<file path="src/rtl/flex_cnt_pkg.sv">
// rtl/flex_cnt_pkg.sv - shared types for the flex up/down counter
// Contents:
//   cnt_dir_t  : count direction, taken from count_up
//   cnt_mode_t : terminal behaviour, taken from saturate
package flex_cnt_pkg;

  typedef enum logic {
    DIR_DOWN = 1'b0,
    DIR_UP   = 1'b1
  } cnt_dir_t;

  typedef enum logic {
    MODE_WRAP = 1'b0,
    MODE_SAT  = 1'b1
  } cnt_mode_t;

endpackage

</file>
<file path="src/rtl/flex_prescaler.sv">
// rtl/flex_prescaler.sv - enable prescaler producing one step per prescale_val+1 enabled cycles
// Ports:
//   clk          : system clock, rising edge
//   n_rst        : asynchronous active-low reset
//   clear        : synchronous restart of the prescale count (parent drives clear|load)
//   count_enable : advances the prescale count; 0 freezes it
//   prescale_val : terminal prescale count, sampled every cycle
//   step         : high in the enabled cycle where the prescale count reaches prescale_val
module flex_prescaler #(
  parameter int PRESCALE_BITS = 4
) (
  input  logic                     clk,
  input  logic                     n_rst,
  input  logic                     clear,
  input  logic                     count_enable,
  input  logic [PRESCALE_BITS-1:0] prescale_val,
  output logic                     step
);

  localparam logic [PRESCALE_BITS-1:0] PRE_ONE = {{(PRESCALE_BITS-1){1'b0}}, 1'b1};

  logic [PRESCALE_BITS-1:0] pre_cnt;
  logic [PRESCALE_BITS-1:0] pre_cnt_nxt;
  logic                     at_term;

  assign at_term = (pre_cnt == prescale_val);
  // Step is qualified by clear so a clear/load cycle never counts.
  assign step    = count_enable && !clear && at_term;

  always_comb begin
    pre_cnt_nxt = pre_cnt;
    if (clear) begin
      pre_cnt_nxt = '0;
    end else if (count_enable) begin
      // A prescale_val lowered below the current count simply lets the
      // count run on and wrap modulo 2^PRESCALE_BITS; no restart.
      if (at_term) begin
        pre_cnt_nxt = '0;
      end else begin
        pre_cnt_nxt = pre_cnt + PRE_ONE;
      end
    end
  end

  always_ff @(posedge clk or negedge n_rst) begin
    if (!n_rst) begin
      pre_cnt <= '0;
    end else begin
      pre_cnt <= pre_cnt_nxt;
    end
  end

endmodule

</file>
<file path="src/rtl/flex_updown_counter.sv">
// rtl/flex_updown_counter.sv - prescaled up/down counter with wrap/saturate terminal modes
// Ports:
//   clk, n_rst    : rising-edge clock, asynchronous active-low reset
//   clear         : synchronous clear of count, flags and prescaler (highest priority)
//   load/load_val : synchronous parallel load, clears flags and prescaler
//   count_enable  : enables prescaler advance and counting
//   count_up      : 1 up, 0 down
//   saturate      : 1 hold at terminal value, 0 wrap
//   rollover_val  : upper bound of the count range
//   prescale_val  : count steps every prescale_val+1 enabled cycles
//   count_out     : registered count
//   rollover_flag : registered level, count at the terminal value of the last step
//   wrap_pulse    : registered one-cycle pulse following a wrap step
module flex_updown_counter
  import flex_cnt_pkg::*;
#(
  parameter int NUM_CNT_BITS  = 4,
  parameter int PRESCALE_BITS = 4
) (
  input  logic                     clk,
  input  logic                     n_rst,
  input  logic                     clear,
  input  logic                     load,
  input  logic [NUM_CNT_BITS-1:0]  load_val,
  input  logic                     count_enable,
  input  logic                     count_up,
  input  logic                     saturate,
  input  logic [NUM_CNT_BITS-1:0]  rollover_val,
  input  logic [PRESCALE_BITS-1:0] prescale_val,
  output logic [NUM_CNT_BITS-1:0]  count_out,
  output logic                     rollover_flag,
  output logic                     wrap_pulse
);

  localparam logic [NUM_CNT_BITS-1:0] CNT_ONE = {{(NUM_CNT_BITS-1){1'b0}}, 1'b1};

  cnt_dir_t                dir;
  cnt_mode_t               mode;
  logic                    step;
  logic [NUM_CNT_BITS-1:0] step_count;
  logic                    step_wrap;
  logic [NUM_CNT_BITS-1:0] term_val;
  logic [NUM_CNT_BITS-1:0] count_nxt;
  logic                    flag_nxt;
  logic                    wrap_nxt;

  assign dir  = cnt_dir_t'(count_up);
  assign mode = cnt_mode_t'(saturate);

  // Load restarts the prescale period just like clear.
  flex_prescaler #(
    .PRESCALE_BITS(PRESCALE_BITS)
  ) u_prescaler (
    .clk         (clk),
    .n_rst       (n_rst),
    .clear       (clear | load),
    .count_enable(count_enable),
    .prescale_val(prescale_val),
    .step        (step)
  );

  // Value the count would take if this cycle is a step.
  always_comb begin
    step_count = count_out;
    step_wrap  = 1'b0;
    if (rollover_val == '0) begin
      // Degenerate range: both directions pin at zero and never wrap.
      step_count = '0;
    end else if (dir == DIR_UP) begin
      if (count_out < rollover_val) begin
        step_count = count_out + CNT_ONE;
      end else if (mode == MODE_SAT) begin
        step_count = rollover_val;
      end else begin
        step_count = CNT_ONE;
        step_wrap  = 1'b1;
      end
    end else begin
      if (count_out > rollover_val) begin
        step_count = rollover_val;
      end else if (count_out != '0) begin
        step_count = count_out - CNT_ONE;
      end else if (mode == MODE_SAT) begin
        step_count = '0;
      end else begin
        step_count = rollover_val;
        step_wrap  = 1'b1;
      end
    end
  end

  assign term_val = (dir == DIR_UP) ? rollover_val : '0;

  always_comb begin
    count_nxt = count_out;
    flag_nxt  = rollover_flag;
    wrap_nxt  = 1'b0;
    if (clear) begin
      count_nxt = '0;
      flag_nxt  = 1'b0;
    end else if (load) begin
      count_nxt = load_val;
      flag_nxt  = 1'b0;
    end else if (step) begin
      count_nxt = step_count;
      flag_nxt  = (step_count == term_val);
      wrap_nxt  = step_wrap;
    end
  end

  always_ff @(posedge clk or negedge n_rst) begin
    if (!n_rst) begin
      count_out     <= '0;
      rollover_flag <= 1'b0;
      wrap_pulse    <= 1'b0;
    end else begin
      count_out     <= count_nxt;
      rollover_flag <= flag_nxt;
      wrap_pulse    <= wrap_nxt;
    end
  end

endmodule

</file>
<file path="config.mk">
export PLATFORM = sky130hd
export DESIGN_NAME = flex_updown_counter
export DESIGN_NICKNAME = d
export VERILOG_FILES = /design/src/rtl/flex_cnt_pkg.sv /design/src/rtl/flex_prescaler.sv /design/src/rtl/flex_updown_counter.sv
export SDC_FILE = /design/constraint.sdc
export NUM_CORES = 1
export LEC_CHECK = 0
export BUFFER_PORTS_ARGS = -buffer_cell sky130_fd_sc_hd__buf_2
export CAP_MARGIN = 15
export CORE_MARGIN = 2
export CORE_UTILIZATION = 48
export CTS_CLUSTER_SIZE = 25
export DETAILED_ROUTE_END_ITERATION = 10
export PLACE_DENSITY = 0.79
export REMOVE_ABC_BUFFERS = 1
export SETUP_SLACK_MARGIN = 0.5
export SKIP_CTS_REPAIR_TIMING = 1
export SYNTH_ARGS = -nofsm -noshare
export SYNTH_HDL_FRONTEND = slang
export SYNTH_SLANG_ARGS = --single-unit
</file>
<file path="constraint.sdc">
create_clock -name clk -period 2 [get_ports clk]
set_input_delay 0.4 -clock clk [delete_from_list [all_inputs] [get_ports clk]]
set_output_delay 0.4 -clock clk [all_outputs]
set_load 0.02 [all_outputs]
</file>
* Word-level counts from Yosys, hierarchy flattened
Index checks and enable logic that the tools add are counted.
** Storage, ports and cells
- Register bits after elaboration :: 10
- Latch bits :: 0
- Memory bits (writable) :: 0
- ROM bits :: 0
- Bits of input ports :: 19
- Output and inout port bits :: 6
- Logic and storage cells :: 45
- Memories :: 0
** Cells by class
- Add/subtract/negate cells :: 3
- Multiply operators :: 0
- Divide/modulo/power cells :: 0
- Magnitude comparators :: 2
- Equality and inequality tests :: 2
- Shifts and indexed selects :: 0
- Muxes and demuxes :: 26
- Bitwise operators :: 1
- Reduce and logical (&&, ||, !) cells :: 7
** Operators with widths (count)
- $mux W4 :: 14
- $mux W1 :: 12
- $add A4 B1 Y4 const B :: 2
- $eq A4 B4 Y1 :: 2
- $gt A4 B4 Y1 :: 1
- $logic_not A4 Y1 :: 1
- $lt A4 B4 Y1 :: 1
- $reduce_bool A4 Y1 :: 1
- $sub A4 B1 Y4 const B :: 1
- $reduce_bool A3 Y1 :: 1
- $logic_and A1 B1 Y1 :: 2
- $reduce_bool A2 Y1 :: 1
- $logic_not A1 Y1 :: 1
- $or A1 B1 Y1 :: 1

* Depth between registers and ports, before layout
Gate-level depths: netlist of run 1.
- Depth after elaboration :: 9
- Depth in mapped cells :: 10
- Gate-level depth less buffers :: 9

* Cells and area by module
Synthesis of run 1 repeated with hierarchy kept, for this count alone.
** Unflattened totals
- Cells, all modules :: 145
- Area, all modules :: 1166.1 um2
** Modules (own cells, without submodules)
- flex_updown_counter :: times used 1, cells an instance 117, area each 884.6 um2, seq. area each 150.1 um2
- flex_prescaler :: times used 1, cells an instance 28, area each 281.5 um2, seq. area each 100.1 um2

* Least setup slack after synthesis of run 1
No wires, ideal clock.
- Path type :: in2reg
- From :: input rollover_val[2]
- To :: register rollover_flag
- Library setup time :: 95 ps
- Arrival time :: 2207 ps
- Data required time :: 1905 ps
- Slack :: -303 ps
- Stages :: 10
- Path buffers :: 1
- Cell sequence :: clkbuf_1 > inv_1 > ha_1 > o21a_1 > o31a_4 > o221a_1 > a221o_1 > o21ai_1 > o21ai_1 > o31ai_1
** On the way
- Word-level cells in the longest chain between the ends :: 9
** Ends and longest elaborated chain
- start, declared :: line flex_updown_counter.sv:28 : input logic [NUM_CNT_BITS-1:0] rollover_val,
- branches (longest 5 deep; another with $gt A4 B4 Y1)
- $eq A4 B4 Y1 (*) :: line flex_updown_counter.sv:106 : flag_nxt = (step_count == term_val);
- $mux W1 (*) :: line flex_updown_counter.sv:104 : end else if (step) begin
- $mux W1 (*) :: line flex_updown_counter.sv:101 : end else if (load) begin
- $mux W1 (*) :: line flex_updown_counter.sv:98 : if (clear) begin
- end signal, assigned :: line flex_updown_counter.sv:118 : rollover_flag <= flag_nxt;
- end, declared :: line flex_updown_counter.sv:31 : output logic rollover_flag,
Every way passes the cells marked *. The select of a mux whose other input is x is not followed.
A chain may end at the register's enable or synchronous reset.

* Worst setup path after layout of run 1
- From :: register count_out[1]
- To :: register count_out[2]
** On the way
- Word-level cells in the longest chain between the ends :: 8
** Ends and longest elaborated chain
- start, declared :: line flex_updown_counter.sv:30 : output logic [NUM_CNT_BITS-1:0] count_out,
- start signal, assigned :: line flex_updown_counter.sv:117 : count_out <= count_nxt;
- $sub A4 B1 Y4 or $reduce_bool A4 Y1 (tied branches) :: line flex_updown_counter.sv:82, flex_updown_counter.sv:81
- $mux W4 :: line flex_updown_counter.sv:81 : end else if (count_out != '0) begin
- $mux W4 :: line flex_updown_counter.sv:79 : if (count_out > rollover_val) begin
- $mux W4 (*) :: line flex_updown_counter.sv:69 : end else if (dir == DIR_UP) begin
- $mux W4 (*) :: line flex_updown_counter.sv:66 : if (rollover_val == '0) begin
- $mux W4 (*) :: line flex_updown_counter.sv:104
- $mux W4 (*) :: line flex_updown_counter.sv:101
- $mux W4 (*) :: line flex_updown_counter.sv:98
Mark *: on every way between the ends. The rest lies on a longest branch, timed or not. The select of a mux whose other input is x is not followed.

==> results.txt, run 1 <==
For this run, the number of Yosys warnings is 0. The utilization of the core after routing came out at 69.00%. The pre-antenna-repair detailed-routing pass consisted of 4 iterations.

The largest net degree at the start of global routing is 11. The detail-routed net length per standard cell came out at 15.91 um. After detailed routing, the number of remaining DRC violations is 0.

On the critical path, the stage with the largest delay is an instance of dfrtp_2. The aggregate global-route resource usage came out at 24.76%. The final design area excluding fillers is 1526 sq um.

The relative max-transition margin is 69.63%. The unique cell type count in the Yosys netlist came out at 46. The worst-margin pin slew is 0.4521 ns. By area the synthesized netlist is led by dfrtp_1, ha_1, nor3_1. The final reports fail on negative setup slack. The library cell used most frequently in the layout, excluding fill and tap cells, is buf_2. The worst setup path is launched from a register.

The first global-routing pass estimated 4995 um of wire. The placeable core region is 2212 sq um. The maximum cell stage delay along the critical path came out at 0.43 ns. Dividing the detail-routed via count by the number of cells gives 6.081. The tool flagged a number of max-cap violations equal to 0.

The smallest hold slack is 0.3612 ns. The maximum count of clock buffers along a single path is 2. The total power after layout came out at 699.2 uW.

The share of synthesized area occupied by flip-flops and latches came out at 22.50%. The post-synthesis to final-layout area growth is 37.23%. The tightest min-delay check is of the in2reg type. The initial detailed-routing violation count is 61. The mean post-synth cell area is 8.060 sq um. The initial utilization of the core area, before any placement, comes to 50.28%. TritonCTS built the clock tree.

The clock edge transition at the registers on the reported setup and hold paths is 0.06 ns. Traced cell by cell, the critical path runs through ha_4 > nor2b_4 > o31ai_2 > nand2b_1 > buf_4 > buf_4 > a31oi_1 > a211o_1 > a221oi_2. After synthesis the cells add up to 1112 sq um.

The final layout contains routed wiring with a total length of 3341 um. The number of antenna repair diodes is 0. The critical path starts at count_out[1]. The worst clock skew on the final layout is 0.001929 ns. At the end of routability-driven placement, the weighted congestion stood at 0.9527. The detailed-route via count came out at 1277.

The run finished, with violations left. The area enclosed by the die boundary is 2719 sq um. The minimum clock period after layout came out at 2.189 ns. The startpoint identified for the worst register-to-register timing path is count_out[1]. Of all flip-flops after synthesis, the portion carrying an async set or reset was 100.0%.

The placed instance area is 1380 sq um. The data required time at the worst endpoint came out at 2.14 ns. The overall die height came out at 52.14 um. Buffers placed on the I/O ports in this run total 24. The buffer type at the clock tree root is clkbuf_4.

The number of global-route vias before repair was 1152. The total power divided by cell area came out at 458.1 nW/um^2. The number of enable flip-flop cells after synthesis is 0.

The estimated wirelength of the detail-placed design is 2338 um. The x dimension of the die is 52.14 um. CTS built an H-tree with a depth of 1. For this run, the leading register cell type out of synthesis is dfrtp_1.

The highest fanout seen on the critical path is 4. The number of hold violations in the final report came out at 0. The clock drives 10 sinks. The share of final-layout standard cells stronger than drive strength 1 is 38.46%.

The start point of the worst hold path is clear. The sort of element at the end of the critical path is a register. The floorplan row count is 17. The max-slew violation count came out at 0. For this run the aggregate overflow at the end of global routing stands at 0. The period utilization came out at 109.5%. The total of endpoints with negative setup slack in the final report came out at 5. At the later pin of the worst-skew pair, clock insertion delay measures 0.26 ns. The gate count after technology mapping is 138. Leaving out fill and tap cells, the most frequent cells in the layout are buf_2, buf_4, nor2_1, nor3_1.

The standby leakage power came out at 0.6811 nW. The top cell type by area accounts for 22.50% of the synthesized area. The number of antenna violations at the first check in global routing is 0. The count of boundary I/O pins is 25. The worst-case setup margin in the final layout came out at -0.1893 ns. Clock tree synthesis inserted a total of 3 buffers.

Once detail routing completed, the nets flagged for antenna violations numbered 0. By instance count, the cell type seen most on the critical path is buf_4. Setup repair after global routing could not meet its margin everywhere.

The cell type with the largest total area after synthesis is dfrtp_1. Data arrives at the worst endpoint at 2.33 ns. The worst vdd rail ir drop came out at 0.3970 mV.

The timing-limited maximum frequency is 0.4568 GHz. The synthesized flop and latch total came out at 10. The net count reported at finish is 210. The critical path in this run is classified as reg2reg.
==> power breakdown <==
group	total [mW]	internal, mW	switching [mW]
sequential	0.217	0.209	0.00801
combinational	0.351	0.167	0.185
clock	0.130	0.0691	0.0614
==> stage by stage <==
| step | instances | setup TNS [ns] | setup slack (ns) |
|---|---|---|---|
| final | 210 | -0.6352 | -0.1893 |
| after CTS | 206 | -0.8299 | -0.2084 |
| after detailed placement | 203 | -1.440 | -0.3384 |
| after floorplan | 129 | -0.7148 | -0.2122 |
| after global placement | 203 | -1.305 | -0.3103 |
| after global routing | 210 | -0.9802 | -0.2628 |
==> flip-flops by register name, summed over array words and instances (netlist names) <==
name	count
u_prescaler.pre_cnt	4
rollover_flag	1
count_out	4
wrap_pulse	1
==> kinds of logic (layout without fill, tap and decap cells) <==
logic type | Yosys count | count (layout) | synth area share [%]
flops | 10 | 10 | 22.50
buf+inv | 17 | 61 | 7.423
compound gates | 45 | 45 | 29.92
fa+ha+maj | 7 | 7 | 7.874
simple gates | 53 | 53 | 27.56
xor+xnor | 6 | 6 | 4.724
==> per-layer routing <==
layer | vias to the layer above | wire [um] | global-route usage [%]
li1 | 609 | - | -
met1 | 579 | 1422 | 32.62
met2 | 77 | 1531 | 38.40
met3 | 12 | 274 | 2.299
met4 | 0 | 113 | 16.24
met5 | - | 0 | 0
==> cell usage after synthesis (5+ instances only) <==
cell / instances
a21oi_1: 9
nand2_1: 7
nor2b_1: 5
inv_1: 8
dfrtp_1: 10
nor2_1: 10
xnor2_1: 5
ha_1: 7
nor3_1: 10
nand3_1: 5
o21ai_0: 5
==> worst paths after layout <==
check	endpoint	cells past startpoint	slack, ns
setup / recovery	count_out[2]	9	-0.19
hold / removal	count_out[2]	2	0.36
setup reg to reg	count_out[2]	9	-0.19
hold reg to reg	rollover_flag	2	0.52
max in group asynchronous	count_out[1]	2	1.25
min in group asynchronous	u_prescaler.pre_cnt[0]	2	0.54
==> worst max-delay path: cells and delay by family, from the launching register on <==
kind	cells	cell delay [ns]
AOI/OAI and AO/OA	4	0.78
and+or+nand+nor	2	0.31
adders and majority gates	1	0.22
DFF	1	0.43
buffers and inverters	2	0.31
==> layout make-up <==
| class | count | area (sq um) |
|---|---|---|
| tap | 28 | 35.03 |
| fill | 197 | 685.7 |
| sequential | 10 | 251.5 |
| inverter | 8 | 30.03 |
| clock buffer | 3 | 22.52 |
| timing repair buffer | 50 | 325.3 |
| multi-input combinational | 111 | 862.1 |
(Power assumes the default switching activity.)
==> run 2, diff against run 1 <==
--- a/config.mk
+++ b/config.mk
@@ -7,8 +7,9 @@
 export LEC_CHECK = 0
 export BUFFER_PORTS_ARGS = -buffer_cell sky130_fd_sc_hd__buf_2
 export CAP_MARGIN = 15
-export CORE_MARGIN = 2
+export CORE_MARGIN = 5
 export CORE_UTILIZATION = 48
+export CTS_CLUSTER_DIAMETER = 120
 export CTS_CLUSTER_SIZE = 25
 export DETAILED_ROUTE_END_ITERATION = 10
 export PLACE_DENSITY = 0.79
==> results.txt, run 2 (synthesis results as in run 1) <==
Status: finished with violations (unchanged). Violations in the final reports: negative setup slack (unchanged). The worst clock skew on the final layout came out at 0.01021 ns (was 0.001929 ns). The count of nets left with antenna violations after detail routing is 0 (unchanged). Commonest cells after routing, fill and taps aside: buf_4, buf_2, dfrtp_1 (was buf_2, buf_4, nor2_1, nor3_1). The initial detailed-routing violation count came out at 73 (was 61). The TritonCTS sink count came out at 10 (unchanged).

The total of endpoints with negative setup slack in the final report was 5 (unchanged). The x dimension of the die is 58.14 um (was 52.14 um). The launch point of the worst reg-to-reg path was count_out[1] (unchanged). The leading cell type in the layout, fill and taps excluded is buf_4 (was buf_2). The number of buffers added on ports came out at 24 (unchanged). The share of final-layout standard cells stronger than drive strength 1 came to 44.39% (was 38.46%). The overall die height came to 58.14 um (was 52.14 um). The number of buffers created by CTS came out at 3 (unchanged).

The arrival time at the worst endpoint came out at 2.42 ns (was 2.33 ns). The initial core utilization is 50.28% (unchanged). The vias per cell is 6.316 (was 6.081). The category of the most critical setup path is reg2reg (unchanged). The sort of element at the end of the critical path is a register (unchanged).

The source of the critical timing path is count_out[1] (unchanged). The worst vdd rail ir drop came out at 0.4182 mV (was 0.3970 mV). The post-detailed-routing wire length came out at 3911 um (was 3341 um). The standby leakage power is 0.7199 nW (was 0.6811 nW). The worst-case setup margin in the final layout came to -0.2291 ns (was -0.1893 ns). The total congestion overflow after global routing came out at 0 (unchanged). The pre-CTS worst setup slack is -0.3360 ns (was -0.3384 ns). The estimated wirelength of the detail-placed design is 2629 um (was 2338 um). The clock latency of the later-clocked register in the worst-skew pair came to 0.27 ns (was 0.26 ns).

The largest net degree at the start of global routing came out at 13 (was 11). The max-slew violation count was 0 (unchanged). The worst hold-check path type is in2reg (unchanged). The net count reported at finish came to 214 (was 210).

The clock edge transition at the registers on the reported setup and hold paths came out at 0.07 ns (was 0.06 ns). The area enclosed by the die boundary came out at 3380 sq um (was 2719 sq um). The timing-limited maximum frequency came out at 0.4486 GHz (was 0.4568 GHz). The number of cell instances on the worst register-to-register path is 10 (was 9). The post-synthesis to final-layout area growth came out at 46.68% (was 37.23%). The post-detailed-route DRC marker count is 0 (unchanged). The CTS tree is built (unchanged). The final weighted congestion of routability-driven global placement came out at 0.9859 (was 0.9527). The number of cells on the worst hold path is 2 (unchanged). The aggregate global-route resource usage came out at 20.00% (was 24.76%). The count of maximum capacitance violations is 0 (unchanged). The placeable core region came to 2212 sq um (unchanged). The count of boundary I/O pins is 25 (unchanged). The number of antenna repair diodes came to 0 (unchanged). The utilization of the core after routing came out at 73.76% (was 69.00%).

The number of global-route vias before repair came out at 1180 (was 1152). The period utilization is 111.5% (was 109.5%). The startpoint type of the worst setup path is a register (unchanged). The wire length of the first global-routing pass came to 5333 um (was 4995 um). The number of hold violations in the final report came out at 0 (unchanged).

The maximum count of clock buffers along a single path is 2 (unchanged). The floorplan row count is 17 (unchanged). The detailed-route via count is 1358 (was 1277). The number of antenna violations at the first check in global routing was 0 (unchanged). The total power divided by cell area is 489.8 nW/um^2 (was 458.1 nW/um^2). The worst-margin pin slew was 0.4649 ns (was 0.4521 ns). The data required time at the worst endpoint came out at 2.19 ns (was 2.14 ns). The buffer type at the clock tree root is clkbuf_4 (unchanged). Setup repair after global routing missed its margin: true (unchanged).

The highest fanout seen on the critical path came out at 6 (was 4). The detail-routed net length per standard cell came out at 18.19 um (was 15.91 um). The relative max-transition margin is 68.77% (was 69.63%). The start point of the worst hold path is clear (unchanged). The first-pass iteration count of the detailed router came out at 5 (was 4).

The minimum clock period after layout came out at 2.229 ns (was 2.189 ns). The CTS H-tree depth came out at 1 (unchanged). Largest registers ranked by flip-flop count: count_out: 4 flops, u_prescaler.pre_cnt: 4 flops (unchanged).
[run 2: cell count changes in the layout (fill, tap and decap cells not counted), sizes merged]
| cell | before | now |
|---|---|---|
| buf | 49 | 53 |
| clkbuf | 3 | 4 |
[run 2: per-layer routing]
layer  GRT usage (%)  wire length, um  vias up
li1                -                -      615
met1           26.86             1589      628
met2           32.10             1793       96
met3           2.895              361       19
met4           7.947              165        0
met5               0                0        -
[run 2: path summary, 6_finish.rpt]
path                            slack, ns                     end
worst min-delay path                 0.38            count_out[2]
worst min register to register       0.50           rollover_flag
min in group asynchronous            0.54  u_prescaler.pre_cnt[0]
worst max register to register      -0.23           rollover_flag
max in group asynchronous            1.26            count_out[1]
worst max-delay path                -0.23           rollover_flag
[run 2: report_power, final]
group	internal (mW)	switching (mW)	leakage (nW)
registers	0.209	0.00833	0.135
clock network	0.111	0.0754	0.0210
logic	0.189	0.206	0.564
[run 2: cell type report]
class,instances,area (sq um)
inverter,8,30.03
multi-input combinational,111,907.1
fill,171,580.6
tap,28,35.03
timing repair buffer,54,372.9
sequential,10,250.2
clock buffer,4,36.28
[run 2: metrics by stage]
step / instance area, sq um / instances / total power, mW / setup TNS [ns] / hold WS, ns
after detailed placement: 1403 / 206 / 0.5265 / -1.460 / 0.2731
after global placement: 1403 / 206 / 0.5208 / -1.233 / 0.2689
final: 1632 / 215 / 0.7991 / -0.6511 / 0.3763
after floorplan: 1060 / 129 / 0.3852 / -0.7148 / 0.1044
after CTS: 1439 / 210 / 0.7098 / -0.7505 / -0.01874
after global routing: 1632 / 215 / 0.8355 / -1.179 / 0.3824
[run 2: worst max-delay path, cell delays in order, from the launching register on]
cell	delay [ns]
dfrtp_1	0.42
buf_4	0.18
inv_1	0.06
ha_2	0.20
nor3b_2	0.24
and2b_1	0.19
nor2_1	0.07
a221o_1	0.36
o21ai_1	0.14
o21ai_1	0.07
o31ai_1	0.21
==> run 3, diff against run 2 <==
--- a/config.mk
+++ b/config.mk
@@ -12,6 +12,7 @@
 export CTS_CLUSTER_DIAMETER = 120
 export CTS_CLUSTER_SIZE = 25
 export DETAILED_ROUTE_END_ITERATION = 10
+export GPL_TIMING_DRIVEN = 0
 export PLACE_DENSITY = 0.79
 export REMOVE_ABC_BUFFERS = 1
 export SETUP_SLACK_MARGIN = 0.5
==> results.txt, run 3 (synthesis results as in run 1) <==
Status: finished with violations (unchanged). Violations in the final reports: negative setup slack (unchanged). The number of buffers added on ports is 24 (unchanged). The max-slew violation count is 0 (unchanged).

The highest fanout seen on the critical path came out at 6 (unchanged). The arrival time at the worst endpoint came out at 2.36 ns (was 2.42 ns). The final weighted congestion of routability-driven global placement is 0.9540 (was 0.9859).

The placed instance area is 1215 sq um (was 1403 sq um). The period utilization is 109.7% (was 111.5%). The share of final-layout standard cells stronger than drive strength 1 is 42.46% (was 44.39%).

The storage element area came out at 255.2 sq um (was 250.2 sq um). The clock latency of the later-clocked register in the worst-skew pair is 0.26 ns (was 0.27 ns). The family with the most delay on the worst path is compound AO/OA/AOI/OAI gates (unchanged). The setup total negative slack was -0.7135 ns (was -0.6511 ns). The aggregate global-route resource usage came out at 18.06% (was 20.00%). Largest registers ranked by flip-flop count: count_out: 4 flops, u_prescaler.pre_cnt: 4 flops (unchanged). The x dimension of the die came to 58.14 um (unchanged). The maximum count of clock buffers along a single path is 2 (unchanged). The wire length of the first global-routing pass came to 4843 um (was 5333 um). The post-detailed-route DRC marker count is 0 (unchanged). The worst hold-check path type is in2reg (unchanged). The leading cell type in the layout, fill and taps excluded was buf_2 (was buf_4). The critical-path cell with the highest stage delay is dfrtp_2 (was dfrtp_1). The standby leakage power is 0.6643 nW (was 0.7199 nW). The worst vdd rail ir drop came out at 0.4210 mV (was 0.4182 mV).

The filler-free cell count of the finished design came out at 207 (was 215). The most prevalent standard cell on the critical path is o21ai_1 (unchanged). The buffer type at the clock tree root was clkbuf_4 (unchanged).

The net count reported at finish came to 206 (was 214). The number of hold violations in the final report came to 0 (unchanged). Commonest cells after routing, fill and taps aside: buf_2, buf_4, nor3_1 (was buf_4, buf_2, dfrtp_1).

The maximum cell stage delay along the critical path came to 0.44 ns (was 0.42 ns). The CTS tree is built (unchanged). The CTS H-tree depth came out at 1 (unchanged).

The multi-input combinational cell area came out at 889.6 sq um (was 907.1 sq um). The sort of element at the end of the critical path is a register (unchanged). The placeable core region came out at 2212 sq um (unchanged).

The timing-limited maximum frequency was 0.4560 GHz (was 0.4486 GHz). The minimum clock period after layout is 2.193 ns (was 2.229 ns). The largest net degree at the start of global routing came out at 19 (was 13).

The initial core utilization came out at 50.28% (unchanged). The total power after layout came out at 754.1 uW (was 799.1 uW). The number of antenna violations at the first check in global routing was 0 (unchanged). The area enclosed by the die boundary is 3380 sq um (unchanged). The estimated wirelength of the detail-placed design came out at 2209 um (was 2629 um). The overall die height is 58.14 um (unchanged). The total power divided by cell area is 491.6 nW/um^2 (was 489.8 nW/um^2). The number of antenna repair diodes was 0 (unchanged). The vias per cell was 6.309 (was 6.316).

The total of endpoints with negative setup slack in the final report is 5 (unchanged). Setup repair after global routing missed its margin: true (unchanged). The data required time at the worst endpoint came to 2.16 ns (was 2.19 ns).

The detail-routed net length per standard cell is 16.55 um (was 18.19 um). The clock edge transition at the registers on the reported setup and hold paths came out at 0.07 ns (about the same). The category of the most critical setup path is reg2reg (unchanged).

The number of fill cells in the layout is 175 (was 171). The number of buffers created by CTS came to 3 (unchanged). The count of maximum capacitance violations came out at 0 (unchanged). The first-pass iteration count of the detailed router is 4 (was 5). The relative max-transition margin was 67.45% (was 68.77%). The floorplan row count came out at 17 (unchanged).

Cells along the critical path: ha_4 > nor2b_4 > o31a_4 > o221a_1 > a221o_1 > o21ai_1 > o21ai_1 > o31ai_1 (was buf_4 > inv_1 > ha_2 > nor3b_2 > and2b_1 > nor2_1 > a221o_1 > o21ai_1 > o21ai_1 > o31ai_1). The worst clock skew on the final layout came out at 0.01008 ns (was 0.01021 ns). The count of boundary I/O pins came out at 25 (unchanged). The initial detailed-routing violation count was 84 (was 73). The total congestion overflow after global routing came out at 0 (unchanged). The post-synthesis to final-layout area growth came out at 37.91% (was 46.68%).

The startpoint type of the worst setup path is a register (unchanged). The count of nets left with antenna violations after detail routing is 0 (unchanged). The cell count after placement is 181 (was 206). The worst-case setup margin in the final layout came out at -0.1932 ns (was -0.2291 ns). The TritonCTS sink count came out at 10 (unchanged).

The worst-margin pin slew was 0.4842 ns (was 0.4649 ns). The total buffers and inverters traversed by the critical path is 0 (was 2). The post-detailed-routing wire length came out at 3425 um (was 3911 um). The final design area excluding fillers is 1534 sq um (was 1632 sq um). The number of global-route vias before repair came to 1140 (was 1180).

The detailed-route via count is 1306 (was 1358).
[run 3: cell types whose count changed in the layout (fill, tap and decap cells not counted), sizes merged]
cell	previous run	this run
buf	53	45
[run 3: worst paths after layout]
path / from / endpoint / slack [ns] / cells past startpoint
max: count_out[1] / rollover_flag / -0.19 / 8
min: clear / count_out[2] / 0.38 / 2
max reg2reg: count_out[1] / rollover_flag / -0.19 / 8
min reg2reg: u_prescaler.pre_cnt[3] / u_prescaler.pre_cnt[3] / 0.51 / 1
max in group asynchronous: n_rst / count_out[2] / 1.25 / 2
min in group asynchronous: n_rst / u_prescaler.pre_cnt[1] / 0.52 / 2
[run 3: metrics by stage]
step	util, %	hold slack [ns]	worst slack [ns]
2_1_floorplan	-	0.1044	-0.2122
3_3_place_gp	54.92	0.2667	-0.4724
3_5_place_dp	54.92	0.2700	-0.5259
4_1_cts	56.56	-0.01561	-0.3505
5_1_grt	69.34	0.3955	-0.3053
6_report	69.34	0.3755	-0.1932
[run 3: area by class of cell]
cell class	count	area share, %
timing repair buffer	46	18.76
inverter	8	1.958
multi-input combinational	111	57.99
sequential	10	16.64
tap	28	2.284
clock buffer	4	2.365
[run 3: per-layer routing]
metal  vias to the layer above  share of wire [%]  track usage (%)
met2                       103                 48            29.19
li1                        601                  -                -
met5                         -                  0                0
met4                         0                1.7            8.609
met3                         8                 10            3.786
met1                       594                 40            22.78
[run 3: worst register-to-register path, cell delays in order (launching register included)]
cell     delay [ns]
dfrtp_2        0.44
ha_4           0.23
nor2b_4        0.13
o31a_4         0.31
o221a_1        0.24
a221o_1        0.29
o21ai_1        0.13
o21ai_1        0.07
o31ai_1        0.26
[run 3: power by group]
part | internal [mW] | switching (mW)
clock network | 0.110 | 0.0670
registers | 0.210 | 0.0133
logic | 0.170 | 0.184
